`config.mk`:
```
export PLATFORM = sky130hd
export DESIGN_NAME = gpu_bank_arbiter
export DESIGN_NICKNAME = d
export VERILOG_FILES = /design/src/rtl/gpu_bank_arbiter.sv
export SDC_FILE = /design/constraint.sdc
export NUM_CORES = 1
export LEC_CHECK = 0
export ABC_AREA = 1
export BUFFER_PORTS_ARGS = -buffer_cell sky130_fd_sc_hd__buf_2
export CELL_PAD_IN_SITES_DETAIL_PLACEMENT = 0
export CELL_PAD_IN_SITES_GLOBAL_PLACEMENT = 2
export CORE_MARGIN = 3
export CORE_UTILIZATION = 33
export CTS_CLUSTER_SIZE = 14
export DETAILED_ROUTE_END_ITERATION = 8
export GPL_TIMING_DRIVEN = 0
export PLACE_DENSITY_LB_ADDON = 0.15
export SETUP_SLACK_MARGIN = 0.15
export SYNTH_ARGS = -nofsm -noshare
export SYNTH_HDL_FRONTEND = slang
export SYNTH_SLANG_ARGS = --single-unit
```
`constraint.sdc`:
```
create_clock -name clk -period 11.92 [get_ports clk]
set_input_delay 2.384 -clock clk [delete_from_list [all_inputs] [get_ports clk]]
set_output_delay 2.384 -clock clk [all_outputs]
set_load 0.005 [all_outputs]
```
`src/rtl/gpu_bank_arbiter.sv`:
```
// Arbitrates per-warp reads and buffered writes onto one single-ported register bank.
// Reads win by default; writes are forced by starvation, a full buffer or a RAW interlock.
module gpu_bank_arbiter #(
  parameter int NUM_WARPS       = 4,
  parameter int WARP_ID_W       = 2,
  parameter int REG_ADDR_W      = 6,
  parameter int DATA_W          = 64,
  parameter int WR_FIFO_DEPTH   = 4,
  parameter int WR_STARVE_LIMIT = 8
) (
  input  logic                             clk,
  input  logic                             rst,
  input  logic [NUM_WARPS-1:0]             rd_req,
  input  logic [NUM_WARPS*REG_ADDR_W-1:0]  rd_reg,
  output logic [NUM_WARPS-1:0]             rd_gnt,
  input  logic [NUM_WARPS-1:0]             wr_valid,
  input  logic [NUM_WARPS*REG_ADDR_W-1:0]  wr_reg,
  input  logic [NUM_WARPS*DATA_W-1:0]      wr_data,
  output logic [NUM_WARPS-1:0]             wr_ready,
  output logic                             bank_read,
  output logic                             bank_write,
  output logic [REG_ADDR_W-1:0]            bank_reg,
  output logic [WARP_ID_W-1:0]             bank_warp,
  output logic [DATA_W-1:0]                bank_wdata,
  input  logic [DATA_W-1:0]                bank_rdata,
  output logic                             rd_data_valid,
  output logic [DATA_W-1:0]                rd_data,
  output logic [WARP_ID_W-1:0]             rd_data_warp,
  output logic [$clog2(WR_FIFO_DEPTH):0]   wr_fifo_count
);

  localparam int PTR_W    = $clog2(WR_FIFO_DEPTH);
  localparam int CNT_W    = PTR_W + 1;
  localparam int STARVE_W = $clog2(WR_STARVE_LIMIT + 1);
  localparam logic [WARP_ID_W-1:0] LAST_WARP  = WARP_ID_W'(NUM_WARPS - 1);
  localparam logic [CNT_W-1:0]     FULL_CNT   = CNT_W'(WR_FIFO_DEPTH);
  localparam logic [STARVE_W-1:0]  STARVE_MAX = STARVE_W'(WR_STARVE_LIMIT);
  localparam logic [NUM_WARPS-1:0] ONE_HOT0   = NUM_WARPS'(1);

  logic [REG_ADDR_W-1:0] rd_reg_a  [NUM_WARPS];
  logic [REG_ADDR_W-1:0] wr_reg_a  [NUM_WARPS];
  logic [DATA_W-1:0]     wr_data_a [NUM_WARPS];

  for (genvar g = 0; g < NUM_WARPS; g++) begin : g_unpack
    assign rd_reg_a[g]  = rd_reg[g*REG_ADDR_W +: REG_ADDR_W];
    assign wr_reg_a[g]  = wr_reg[g*REG_ADDR_W +: REG_ADDR_W];
    assign wr_data_a[g] = wr_data[g*DATA_W +: DATA_W];
  end

  logic [WARP_ID_W-1:0]     rd_ptr, wr_ptr;
  logic [PTR_W-1:0]         head, tail;
  logic [CNT_W-1:0]         count;
  logic [WR_FIFO_DEPTH-1:0] fifo_vld;
  logic [WARP_ID_W-1:0]     fifo_warp [WR_FIFO_DEPTH];
  logic [REG_ADDR_W-1:0]    fifo_reg  [WR_FIFO_DEPTH];
  logic [DATA_W-1:0]        fifo_data [WR_FIFO_DEPTH];
  logic [STARVE_W-1:0]      starve_cnt;
  logic                     rd_pend;
  logic [WARP_ID_W-1:0]     rd_pend_warp;

  // Returns {found, index} of the first set request at or after ptr, wrapping.
  function automatic logic [WARP_ID_W:0] rr_pick(input logic [NUM_WARPS-1:0] req,
                                                 input logic [WARP_ID_W-1:0] ptr);
    logic [WARP_ID_W:0]   res;
    logic [WARP_ID_W-1:0] idx;
    res = '0;
    idx = ptr;
    for (int k = 0; k < NUM_WARPS; k++) begin
      if (!res[WARP_ID_W] && req[idx]) res = {1'b1, idx};
      idx = (idx == LAST_WARP) ? '0 : idx + 1'b1;
    end
    return res;
  endfunction

  function automatic logic [WARP_ID_W-1:0] next_warp(input logic [WARP_ID_W-1:0] w);
    return (w == LAST_WARP) ? '0 : w + 1'b1;
  endfunction

  logic                 fifo_nonempty, fifo_full;
  logic [WARP_ID_W:0]   wr_pick, rd_pick;
  logic                 push, issue_write, issue_read;
  logic [WARP_ID_W-1:0] push_warp, rd_win;
  logic [NUM_WARPS-1:0] hazard, eligible;

  assign fifo_nonempty = (count != '0);
  assign fifo_full     = (count == FULL_CNT);

  // A full buffer always forces a pop this cycle, so a push always fits.
  always_comb begin
    wr_pick   = rr_pick(wr_valid, wr_ptr);
    push      = wr_pick[WARP_ID_W] && !rst;
    push_warp = wr_pick[WARP_ID_W-1:0];
  end

  always_comb begin
    hazard = '0;
    for (int i = 0; i < NUM_WARPS; i++) begin
      for (int e = 0; e < WR_FIFO_DEPTH; e++) begin
        if (fifo_vld[e] && fifo_warp[e] == WARP_ID_W'(i) && fifo_reg[e] == rd_reg_a[i])
          hazard[i] = 1'b1;
      end
      if (push && push_warp == WARP_ID_W'(i) && wr_reg_a[i] == rd_reg_a[i])
        hazard[i] = 1'b1;
    end
  end

  assign eligible = rd_req & ~hazard;

  always_comb begin
    rd_pick     = rr_pick(eligible, rd_ptr);
    rd_win      = rd_pick[WARP_ID_W-1:0];
    issue_write = !rst && fifo_nonempty &&
                  (!rd_pick[WARP_ID_W] || starve_cnt >= STARVE_MAX || fifo_full ||
                   |(rd_req & hazard));
    issue_read  = !rst && !issue_write && rd_pick[WARP_ID_W];
  end

  assign rd_gnt        = issue_read ? (ONE_HOT0 << rd_win) : '0;
  assign wr_ready      = push ? (ONE_HOT0 << push_warp) : '0;
  assign wr_fifo_count = count;

  // Pop is applied before push so a simultaneous push at full keeps its slot valid.
  always_ff @(posedge clk or posedge rst) begin
    if (rst) begin
      rd_ptr     <= '0;
      wr_ptr     <= '0;
      head       <= '0;
      tail       <= '0;
      count      <= '0;
      fifo_vld   <= '0;
      starve_cnt <= '0;
    end else begin
      if (issue_write) begin
        fifo_vld[head] <= 1'b0;
        head           <= head + 1'b1;
      end
      if (push) begin
        fifo_vld[tail] <= 1'b1;
        tail           <= tail + 1'b1;
        wr_ptr         <= next_warp(push_warp);
      end
      count <= count + CNT_W'(push) - CNT_W'(issue_write);
      if (issue_read) rd_ptr <= next_warp(rd_win);
      if (!fifo_nonempty || issue_write)
        starve_cnt <= '0;
      else if (issue_read && starve_cnt < STARVE_MAX)
        starve_cnt <= starve_cnt + 1'b1;
    end
  end

  always_ff @(posedge clk) begin
    if (push) begin
      fifo_warp[tail] <= push_warp;
      fifo_reg[tail]  <= wr_reg_a[push_warp];
      fifo_data[tail] <= wr_data_a[push_warp];
    end
  end

  // Bank command stage followed by a two-stage read return pipeline.
  always_ff @(posedge clk or posedge rst) begin
    if (rst) begin
      bank_read     <= 1'b0;
      bank_write    <= 1'b0;
      bank_reg      <= '0;
      bank_warp     <= '0;
      bank_wdata    <= '0;
      rd_pend       <= 1'b0;
      rd_pend_warp  <= '0;
      rd_data_valid <= 1'b0;
      rd_data       <= '0;
      rd_data_warp  <= '0;
    end else begin
      bank_read  <= issue_read;
      bank_write <= issue_write;
      if (issue_read) begin
        bank_reg  <= rd_reg_a[rd_win];
        bank_warp <= rd_win;
      end else if (issue_write) begin
        bank_reg   <= fifo_reg[head];
        bank_warp  <= fifo_warp[head];
        bank_wdata <= fifo_data[head];
      end
      rd_pend       <= bank_read;
      rd_pend_warp  <= bank_warp;
      rd_data_valid <= rd_pend;
      if (rd_pend) begin
        rd_data      <= bank_rdata;
        rd_data_warp <= rd_pend_warp;
      end
    end
  end

endmodule

```
-- Word-level counts from Yosys, hierarchy flattened
Memory sizes are Yosys's and may differ from the RTL's. A register that Yosys moved wholly into a read port is not among the register bits.
Index checks and enable logic that the tools add are counted.
Widths: inputs -> output; s select.
- register bits: 99
- latch bits: 0
- memory bits (writable): 288
- bits in read-only memories: 0
- input port bits: 378
- output and inout port bits: 152
- word-level logic and storage cells: 257
- memories kept: 3
- add/subtract/negate cells: 13
- multipliers: 0
- divide/modulo/power cells: 0
- magnitude comparators: 16
- equal/unequal tests: 43
- shifts and indexed selects: 2
- muxes and demuxes: 77
- bitwise operators: 9
- reductions and logical operators: 78
- memory list (memory ; depth ; bits a word ; rd ports ; clocked after Yosys merged registers in ; write ports ; RTL line ; RTL):
    fifo_data ; 4 ; 64 ; 1 ; 1 ; 1 ; 56 ; logic [DATA_W-1:0] fifo_data [WR_FIFO_DEPTH];
    fifo_reg ; 4 ; 6 ; 5 ; 0 ; 1 ; 55 ; logic [REG_ADDR_W-1:0] fifo_reg [WR_FIFO_DEPTH];
    fifo_warp ; 4 ; 2 ; 5 ; 0 ; 1 ; 54 ; logic [WARP_ID_W-1:0] fifo_warp [WR_FIFO_DEPTH];
- operators with widths (kind ; count):
    $bmux 64 s2 ; 1
    $mux 64 ; 2
    $eq 6x6->1 ; 20
    $logic_and 1x1->1 ; 54
    $mux 6 ; 6
    $eq 2x2->1 const B ; 17
    $mux 1 ; 32
    $lt 2x3->1 const B ; 10
    $bmux 6 s2 ; 2
    $mux 3 ; 8
    $mux 4 ; 6
    $add 2x1->2 const B ; 10
    $mux 2 ; 10
    $bmux 1 s2 ; 8
    $and 4x4->4 ; 3
    $eq 2x1->1 const B ; 5
    $logic_not 1->1 ; 10
    $logic_not 2->1 ; 5
    $not 4->4 ; 2
    $shl 1x2->4 const A ; 2
    $ge 3x3->1 const B ; 2
    $not 2->3 ; 2
    $add 4x1->4 const B ; 1
    $demux 1 s2 ; 2
    other kinds (13) ; 18

-- Longest topological paths before layout
Gate-level depths: netlist of run 1.
- word-level depth: 41
- mapped depth: 33
- gate-level depth less buffers: 31

-- Worst setup path after synthesis of run 1
Ideal clock, no wire load.
- path type: input-to-output
- start point: in rst
- end point: out rd_gnt[0]
- arrival time: 7.970 ns
- required time: 9.536 ns
- setup slack: 1.566 ns
- stages on the path: 17
- path buffers: 1
- cells stage by stage: inv_1 -> nand2_2 -> inv_4 -> nand4_2 -> nand4_1 -> nand3_1 -> nand2_2 -> inv_1 -> nand2_1 -> nand2_1 -> nor2_4 -> nand2_2 -> buf_6 -> inv_2 -> ha_1 -> inv_1 -> nor2_1
- word-level cells in the longest chain between the ends: 28
- elaborated cells on any way between the ends: 47
- classes of those cells: 1 x shift; 17 x mux; 3 x bitwise; 26 x reduce/logical
- ends and longest elaborated chain (element ; RTL line ; RTL):
    start, declared ; 12 ; input logic rst,
    $logic_not 1->1 (no source line) * ; n/a ;
    $logic_and 1x1->1 ; 91 ; push = wr_pick[WARP_ID_W] && !rst;
    $logic_and 1x1->1 (2 in series) ; 102 ; if (push && push_warp == WARP_ID_W'(i) && wr_reg_a[i] == rd_reg_a[i])
    $mux 1 ; 102 ;
    $not 4->4 ; 107 ; assign eligible = rd_req & ~hazard;
    $and 4x4->4 ; 107 ;
    $bmux 1 s2 ; 69 ; if (!res[WARP_ID_W] && req[idx]) res = {1'b1, idx};
    $mux 1 (implied by the code) ; 69 ;
    [8 not listed] ; n/a ;
    $logic_and 1x1->1 ; 69 ;
    $mux 3 ; 69 ;
    $logic_not 1->1 ; 113 ; (!rd_pick[WARP_ID_W] || starve_cnt >= STARVE_MAX || fifo_full ||
    $logic_or 1x1->1 (3 in series) ; 113 ;
    $logic_and 1x1->1 ; 112 ; issue_write = !rst && fifo_nonempty &&
    $logic_not 1->1 ; 115 ; issue_read = !rst && !issue_write && rd_pick[WARP_ID_W];
    $logic_and 1x1->1 (2 in series) ; 115 ;
    $mux 4 * ; 118 ; assign rd_gnt = issue_read ? (ONE_HOT0 << rd_win) : '0;
    end, declared ; 15 ; output logic [NUM_WARPS-1:0] rd_gnt,
Mark *: on every way between the ends. The rest lies on a longest branch, timed or not. The select of a mux whose other input is x is not followed.

-- Final worst setup path of run 1
- start point: in rst
- end point: out rd_gnt[3]
The elaborated chain is that of the path after synthesis.

==> key figures, run 1 <==
Run status
  – Status: completed

Worst hold path
  – HP Class: flip-flop to flip-flop

Pwr
  – Pwr dens: roughly 390 nW/um2
  – Leak Pwr: roughly 12 nW
  – Net Sw Frac: 0.470
  – Pint: ~5.7 mW
  – Comb pwr share: 0.533
  – Max VDD drop: 0.192 mV
  – Clock power frac: 0.150
  – Switch Pwr: 5.02 mW
  – Reg power frac: 0.317

Synthesis
  – Post-synth EDFFs: ~290
  – Simple-Gate Fraction of Synth Area: 0.178
  – Adder-cell area share of the yosys netlist: 0.0118
  – Synth Area in Compound Gates: 0.125
  – Mean Syn Cell Area: between 10 and 15 um2
  – Syn nets: between 2k and 3k
  – Yosys warnings: 0
  – Post-Syn Instances: 2161
  – Top_reg_cell synth: edfxtp_1
  – Dominant cells by area after synthesis: edfxtp_1 40%, dfrtp_1 19%, nand2_1 8.0%
  – Cell Area, Synth: 21800 um2
  – Synth Area in XOR/XNOR: 0.0213
  – Post-synthesis mux area share: 0.0341
  – Synth area leader: edfxtp_1
  – Register area share after synthesis: 0.584
  – Top cell type's share of synthesized area: 0.397
  – Largest family of logic cells by synthesized area: simple AND/OR/NAND/NOR gates
  – Netlist cell types: 45
  – Yosys reg bits: 451
  – Asr flop ratio synth: 0.361

Timing
  – Final hold vios: 0
  – Worst slew pin tran: between 1000 and 1500 ps
  – RSZ-0062 raised after global routing: no
  – Max Slew Vio Count: 0
  – # setup viols final: 0
  – Fin worst setup slack: between 3000 and 4000 ps
  – Tmin final: ~8300 ps
  – Final period util: 0.693
  – Max_slew headroom: 0.0749
  – Setup TNS: 0 ps
  – Worst Skew: roughly 33 ps
  – Max Freq: 121 MHz
  – WHS: about 410 ps

Floorplan
  – Starting Density: 0.336
  – DIE WIDTH: approximately 260 um
  – Die area: slightly below 70000 um2
  – Io pins: 530
  – Core area: approximately 65000 um2
  – Site Rows: between 90 and 100
  – Chip height: between 200 and 300 um

Cells and area
  – Max reg flops: about 260
  – Finished Layout Cells: about 3.6k
  – Final nets: around 3.1k
  – Diode count: 0
  – Commonest non-fill, non-tap cells in the layout: 528 x buf_2, 466 x nand2_1, 288 x edfxtp_1
  – Synth-to-layout area growth: 26.1%
  – Final Cell Area: 27500 um2
  – Top reg by flops: fifo_data
  – Commonest non-fill, non-tap cell in the layout: buf_2
  – Biggest regs: fifo_data x256, bank_wdata x64, rd_data x64
  – Layout cells sized above 1: 0.267

Clocking
  – Number of post-CTS setup repair buffers: 0
  – CTS Buf Count: 50
  – CTS Root Cell: clkbuf_16
  – Post-cts resize count: 0
  – CTS H-Tree Depth: 2
  – CTS Hold Bufs: 0
  – Clk_lat worst skew: roughly 600 ps
  – Clk slew on worst S/H paths: ~50 ps
  – CTS tree: yes
  – Number of clock sinks: roughly 450
  – Longest Clk Path Bufs: 3

GRT
  – GRT overflow: 0
  – GRT Util Overall: 0.245
  – First-pass GRT wire length: about 130000 um
  – Initial antenna violation count: 4
  – Vias in the first global route: around 19k
  – Largest net degree at the start of global routing: between 100 and 150

Setup path
  – CP arrival: around 5900 ps
  – Worst setup EP type: primary output
  – Crit Path Category: input port to primary output
  – CP Launch Type: input port
  – Worst Path Required: roughly 9500 ps
  – Crit path to: rd_gnt[3]
  – R2R depth: 14
  – CP startpoint: rst
  – R2R Path End: fifo_data[2][20]
  – Reg-to-reg setup timing slack: roughly 6900 ps
  – CP max FO: 104
  – RR Startpoint: wr_ptr[1]

Drt
  – Vias per cell: approximately 5.2
  – Via count: 19.0k
  – Detail Route Antenna Nets: 0
  – DRC viols: 0
  – Drt initial violations: approximately 1.4k
  – First-pass iteration count of the detailed router: 5
  – Avg WL per Cell: roughly 24 um
  – Routed WL: between 80000 and 90000 um

Placement
  – Setup slack at placement: between 3000 and 4000 ps
  – Number of cells after detailed placement: approximately 3.5k
  – Placer Congestion: between 0.9 and 1
  – HPWL Detailed: 65600 um
  – Post-place instance area: around 26000 um2
  – Port Buffers: just over 500

Flow run
  – Max-cap viol count: 0
==> synthesized netlist by cell type (21+ instances only) <==
cell / n
a21oi_1: 93
a32o_1: 64
clkbuf_1: 122
dfrtp_1: 163
edfxtp_1: 288
inv_1: 97
mux2_2: 66
nand2_1: 466
nand3_1: 185
nand4_1: 30
nor2_1: 139
nor3_1: 23
o211ai_1: 70
o21ai_0: 103
o21ai_1: 64
xnor2_1: 21
xor2_1: 32
==> cell type report <==
class,count,area [um2]
fillers,6429,37400
flip-flops and latches,451,12700
multi-input cells,1457,8090
repair buffers,528,2870
clock buffers,63,1360
well taps,855,1070
plain buffers,147,607
inverters,106,413
clock inverters,30,355
==> stage by stage <==
stage                     power [mW]   util
after detailed placement        9.16  0.397
after global routing            11.4  0.423
final                           10.7  0.423
after floorplan                 6.58      -
after CTS                       10.8  0.423
after global placement          9.04  0.392
==> critical path: stages <==
cell,delay [ps]
buf_2,130
inv_8,480
buf_16,370
nand2_2,220
inv_4,180
nand4_2,250
nand4_1,220
nand3_1,90
nand2_1,150
nand2_2,90
nor3_1,280
inv_1,70
nand3_1,260
ha_1,200
inv_1,50
nor2_1,160
buf_2,150
==> cells by family after synthesis <==
kind of cell | after synthesis
and+or+nand+nor | 889
AOI/OAI and AO/OA | 429
xor gates and xnor gates | 53
adders and majority gates | 20
DFF | 451
muxes | 66
buffers and inverters | 253
==> per-layer routing <==
layer | track usage | wire length, um
met4 | 0.0817 | 2990
met2 | 0.406 | 41900
met1 | 0.317 | 36400
met5 | 0 | 14
met3 | 0.0556 | 6760
==> power by group through the flow <==
stage                     combinational, mW  sequential, mW  clock [mW]
after detailed placement               5.75            3.41           0
after CTS                              5.77            3.38        1.64
after floorplan                        3.23            3.36           0
final                                  5.69            3.38        1.60
after global placement                 5.59            3.45           0
after global routing                   6.27            3.45        1.70
==> worst min-delay path by stage <==
| stage | start | end | slack [ps] | cells after the start |
|---|---|---|---|---|
| finish | bank_warp[1] | rd_pend_warp[1] | 410 | 0 |
| global route | bank_read | rd_pend | 420 | 0 |
| CTS | bank_read | rd_pend | 410 | 0 |
| detailed placement | bank_read | rd_pend | 400 | 0 |
| global placement | bank_read | rd_pend | 390 | 0 |
| floorplan | bank_read | rd_pend | 380 | 0 |
No activity file was read; power rests on OpenSTA's default activity.
==> inputs of run 2 (changes only) <==
--- a/config.mk
+++ b/config.mk
@@ -10,7 +10,7 @@
 export CELL_PAD_IN_SITES_DETAIL_PLACEMENT = 0
 export CELL_PAD_IN_SITES_GLOBAL_PLACEMENT = 2
 export CORE_MARGIN = 3
-export CORE_UTILIZATION = 33
+export CORE_UTILIZATION = 30
 export CTS_CLUSTER_SIZE = 14
 export DETAILED_ROUTE_END_ITERATION = 8
 export GPL_TIMING_DRIVEN = 0
==> constraint.sdc (replaced) <==
create_clock -name clk -period 7.3 [get_ports clk]
set_input_delay 1.46 -clock clk [delete_from_list [all_inputs] [get_ports clk]]
set_output_delay 1.46 -clock clk [all_outputs]
set_load 0.005 [all_outputs]
==> run 2 against run 1 <==
Sequential share of layout area down 0.56 points; critical path depth decreased by 1; global-route usage fell by 1.6 points.
==> key figures, run 2 (synthesis results as in run 1) <==
Cells and area
  – Top reg by flops: fifo_data (unchanged)
  – Fillers: 7235 (was 6429)
  – Commonest non-fill, non-tap cell in the layout: buf_2 (unchanged)
  – Final nets: 3143 (was 3139)
  – Layout cells sized above 1: 0.272 (was 0.267)
  – Commonest non-fill, non-tap cells in the layout: 528 x buf_2, 465 x nand2_1, 288 x edfxtp_1 (was 528 x buf_2, 466 x nand2_1, 288 x edfxtp_1)
  – Max reg flops: 256 (unchanged)
  – Synth-to-layout area growth: 27.6% (was 26.1%)
  – Final Cell Area: 27800 um2 (was 27500 um2)
  – Biggest regs: fifo_data x256, bank_wdata x64, rd_data x64 (unchanged)

Drt
  – Vias per cell: 5.10 (was 5.23)
  – Met3 WL: 5900 um (was 6760 um)
  – DRC viols: 0 (unchanged)
  – Drt initial violations: 1322 (was 1352)
  – Met2 WL: 42900 um (was 41900 um)
  – Uppermost layer routed: met5 (unchanged)
  – Routed WL: 89900 um (was 88000 um)
  – Detail Route Antenna Nets: 0 (unchanged)
  – Met1 Wirelength: 38500 um (was 36400 um)
  – First-pass iteration count of the detailed router: 6 (was 5)
  – Avg WL per Cell: 24.0 um (was 24.2 um)
  – Via count: 19.1k (was 19.0k)

GRT
  – GRT Util Overall: 0.229 (was 0.245)
  – GRT overflow: 0 (unchanged)
  – Largest net degree at the start of global routing: 41 (was 105)
  – First-pass GRT wire length: 128000 um (was 127000 um)
  – Vias in the first global route: 19.2k (was 18.9k)
  – Initial antenna violation count: 6 (was 4)

Timing
  – Fin worst setup slack: 1080 ps (was 3660 ps)
  – Final period util: 0.852
  – Max Freq: 161 MHz
  – Max_slew headroom: 0.113 (was 0.0749)
  – RSZ-0062 raised after global routing: no (unchanged)
  – # setup viols final: 0 (unchanged)
  – Final hold vios: 0 (unchanged)
  – Tmin final: about 6200 ps
  – Worst slew pin tran: 1330 ps (was 1390 ps)
  – Worst Skew: 41.0 ps (was 32.5 ps)
  – Max Slew Vio Count: 0 (unchanged)
  – Setup TNS: 0 ps (unchanged)

Clocking
  – Post-cts resize count: 0 (unchanged)
  – Clk slew on worst S/H paths: 60 ps (was 50 ps)
  – Number of clock sinks: 451 (unchanged)
  – Clk_lat worst skew: 600 ps (about the same)
  – Longest Clk Path Bufs: 3 (unchanged)
  – Number of post-CTS setup repair buffers: 0 (unchanged)
  – CTS Buf Count: 49 (was 50)
  – CTS Hold Bufs: 0 (unchanged)
  – CTS tree: yes (unchanged)
  – CTS Root Cell: clkbuf_16 (unchanged)
  – CTS H-Tree Depth: 2 (unchanged)

Setup path
  – CP startpoint: wr_valid[3] (was rst)
  – CP arrival: 4760 ps (was 5870 ps)
  – CP Launch Type: input port (unchanged)
  – Worst setup EP type: primary output (unchanged)
  – CP max FO: 10 (was 104)
  – Crit Path Category: input port to primary output (unchanged)
  – Worst Path Required: 5840 ps (was 9540 ps)
  – R2R depth: 13 (was 14)
  – RR Startpoint: wr_ptr[0] (was wr_ptr[1])

Floorplan
  – Site Rows: 98 (was 93)
  – Die area: 75900 um2 (was 69200 um2)
  – Starting Density: 0.304 (was 0.336)
  – Chip height: 276 um (was 263 um)
  – Core area: 71700 um2 (was 64900 um2)
  – DIE WIDTH: 276 um (was 263 um)
  – Io pins: 530 (unchanged)

Placement
  – Port Buffers: 515 (unchanged)
  – Post-place instance area: 26100 um2 (was 25800 um2)
  – Setup slack at placement: 875 ps (was 3560 ps)
  – HPWL Detailed: 67900 um (was 65600 um)
  – Placer Congestion: 0.899 (was 0.919)

Worst hold path
  – Min-Delay Path Depth: 0 (unchanged)
  – HP Class: flip-flop to flip-flop (unchanged)
  – HP Start: bank_read (was bank_warp[1])

Pwr
  – Max VDD drop: 0.282 mV (was 0.192 mV)
  – Leak Pwr: 11.6 nW (about the same)
  – Total Power: 17.6 mW (was 10.7 mW)
  – Pwr dens: 634 nW/um2 (was 388 nW/um2)

Flow run
  – Max-cap viol count: 0 (unchanged)

Run status
  – Status: completed (unchanged)
## run 2: cell count changes in the layout (fill, tap and decap cells not counted), sizes merged
cell,before,now
buf,552,557
clkinvlp,1,6
clkbuf,186,183
diode,0,3
inv,109,106
bufinv,7,9
clkinv,19,17
## run 2: layer usage
metal | up-vias | global-route usage
li1 | 8842 | -
met4 | 2 | 0.0702
met2 | 741 | 0.384
met5 | - | 0
met1 | 9341 | 0.304
met3 | 129 | 0.0366
## run 2: report_power, final
group,switching [mW],leakage [nW],internal [mW]
clock,1.04,0.837,1.62
combinational,6.74,6.12,2.73
sequential,0.528,4.63,4.98
total,8.31,11.6,9.33
## run 2: per-stage QoR
step           std cells  hold slack (ps)  utilization
6_report            3739              390        0.388
5_1_grt             3737              403        0.388
4_1_cts             3736              399        0.388
3_5_place_dp        3644              391        0.364
3_3_place_gp        3626              387        0.358
2_1_floorplan       2161              376            -
## run 2: final timing paths
path                                    endpoint  slack (ps)
min in group asynchronous            rd_data[23]        1040
worst min-delay path                     rd_pend         390
worst max register to register  fifo_data[0][20]        2400
worst min register to register           rd_pend         390
worst max-delay path                 wr_ready[0]        1080
max in group asynchronous             rd_data[0]        5550
## run 2: worst max-delay path, stage by stage
cell	delay, ps
buf_2	100
inv_1	40
nand2_1	50
nand3_1	140
nand2_4	150
inv_2	40
nand2_1	50
nand2_1	60
nand2_2	80
nand2_1	60
nor2_2	310
clkbuf_1	890
clkbuf_1	790
nand2_1	240
nor2_1	150
buf_2	130
## run 2: final cells by class
cell class | instances | area (um2) | area share
inverter | 106 | 412 | 0.0148
multi-input combinational | 1457 | 8180 | 0.294
buffer | 147 | 607 | 0.0218
tap | 950 | 1190 | 0.0427
clock buffer | 60 | 1330 | 0.0478
timing repair buffer | 533 | 2960 | 0.106
sequential | 451 | 12700 | 0.457
clock inverter | 32 | 415 | 0.0149
antenna | 3 | 7.51 | 0.000270
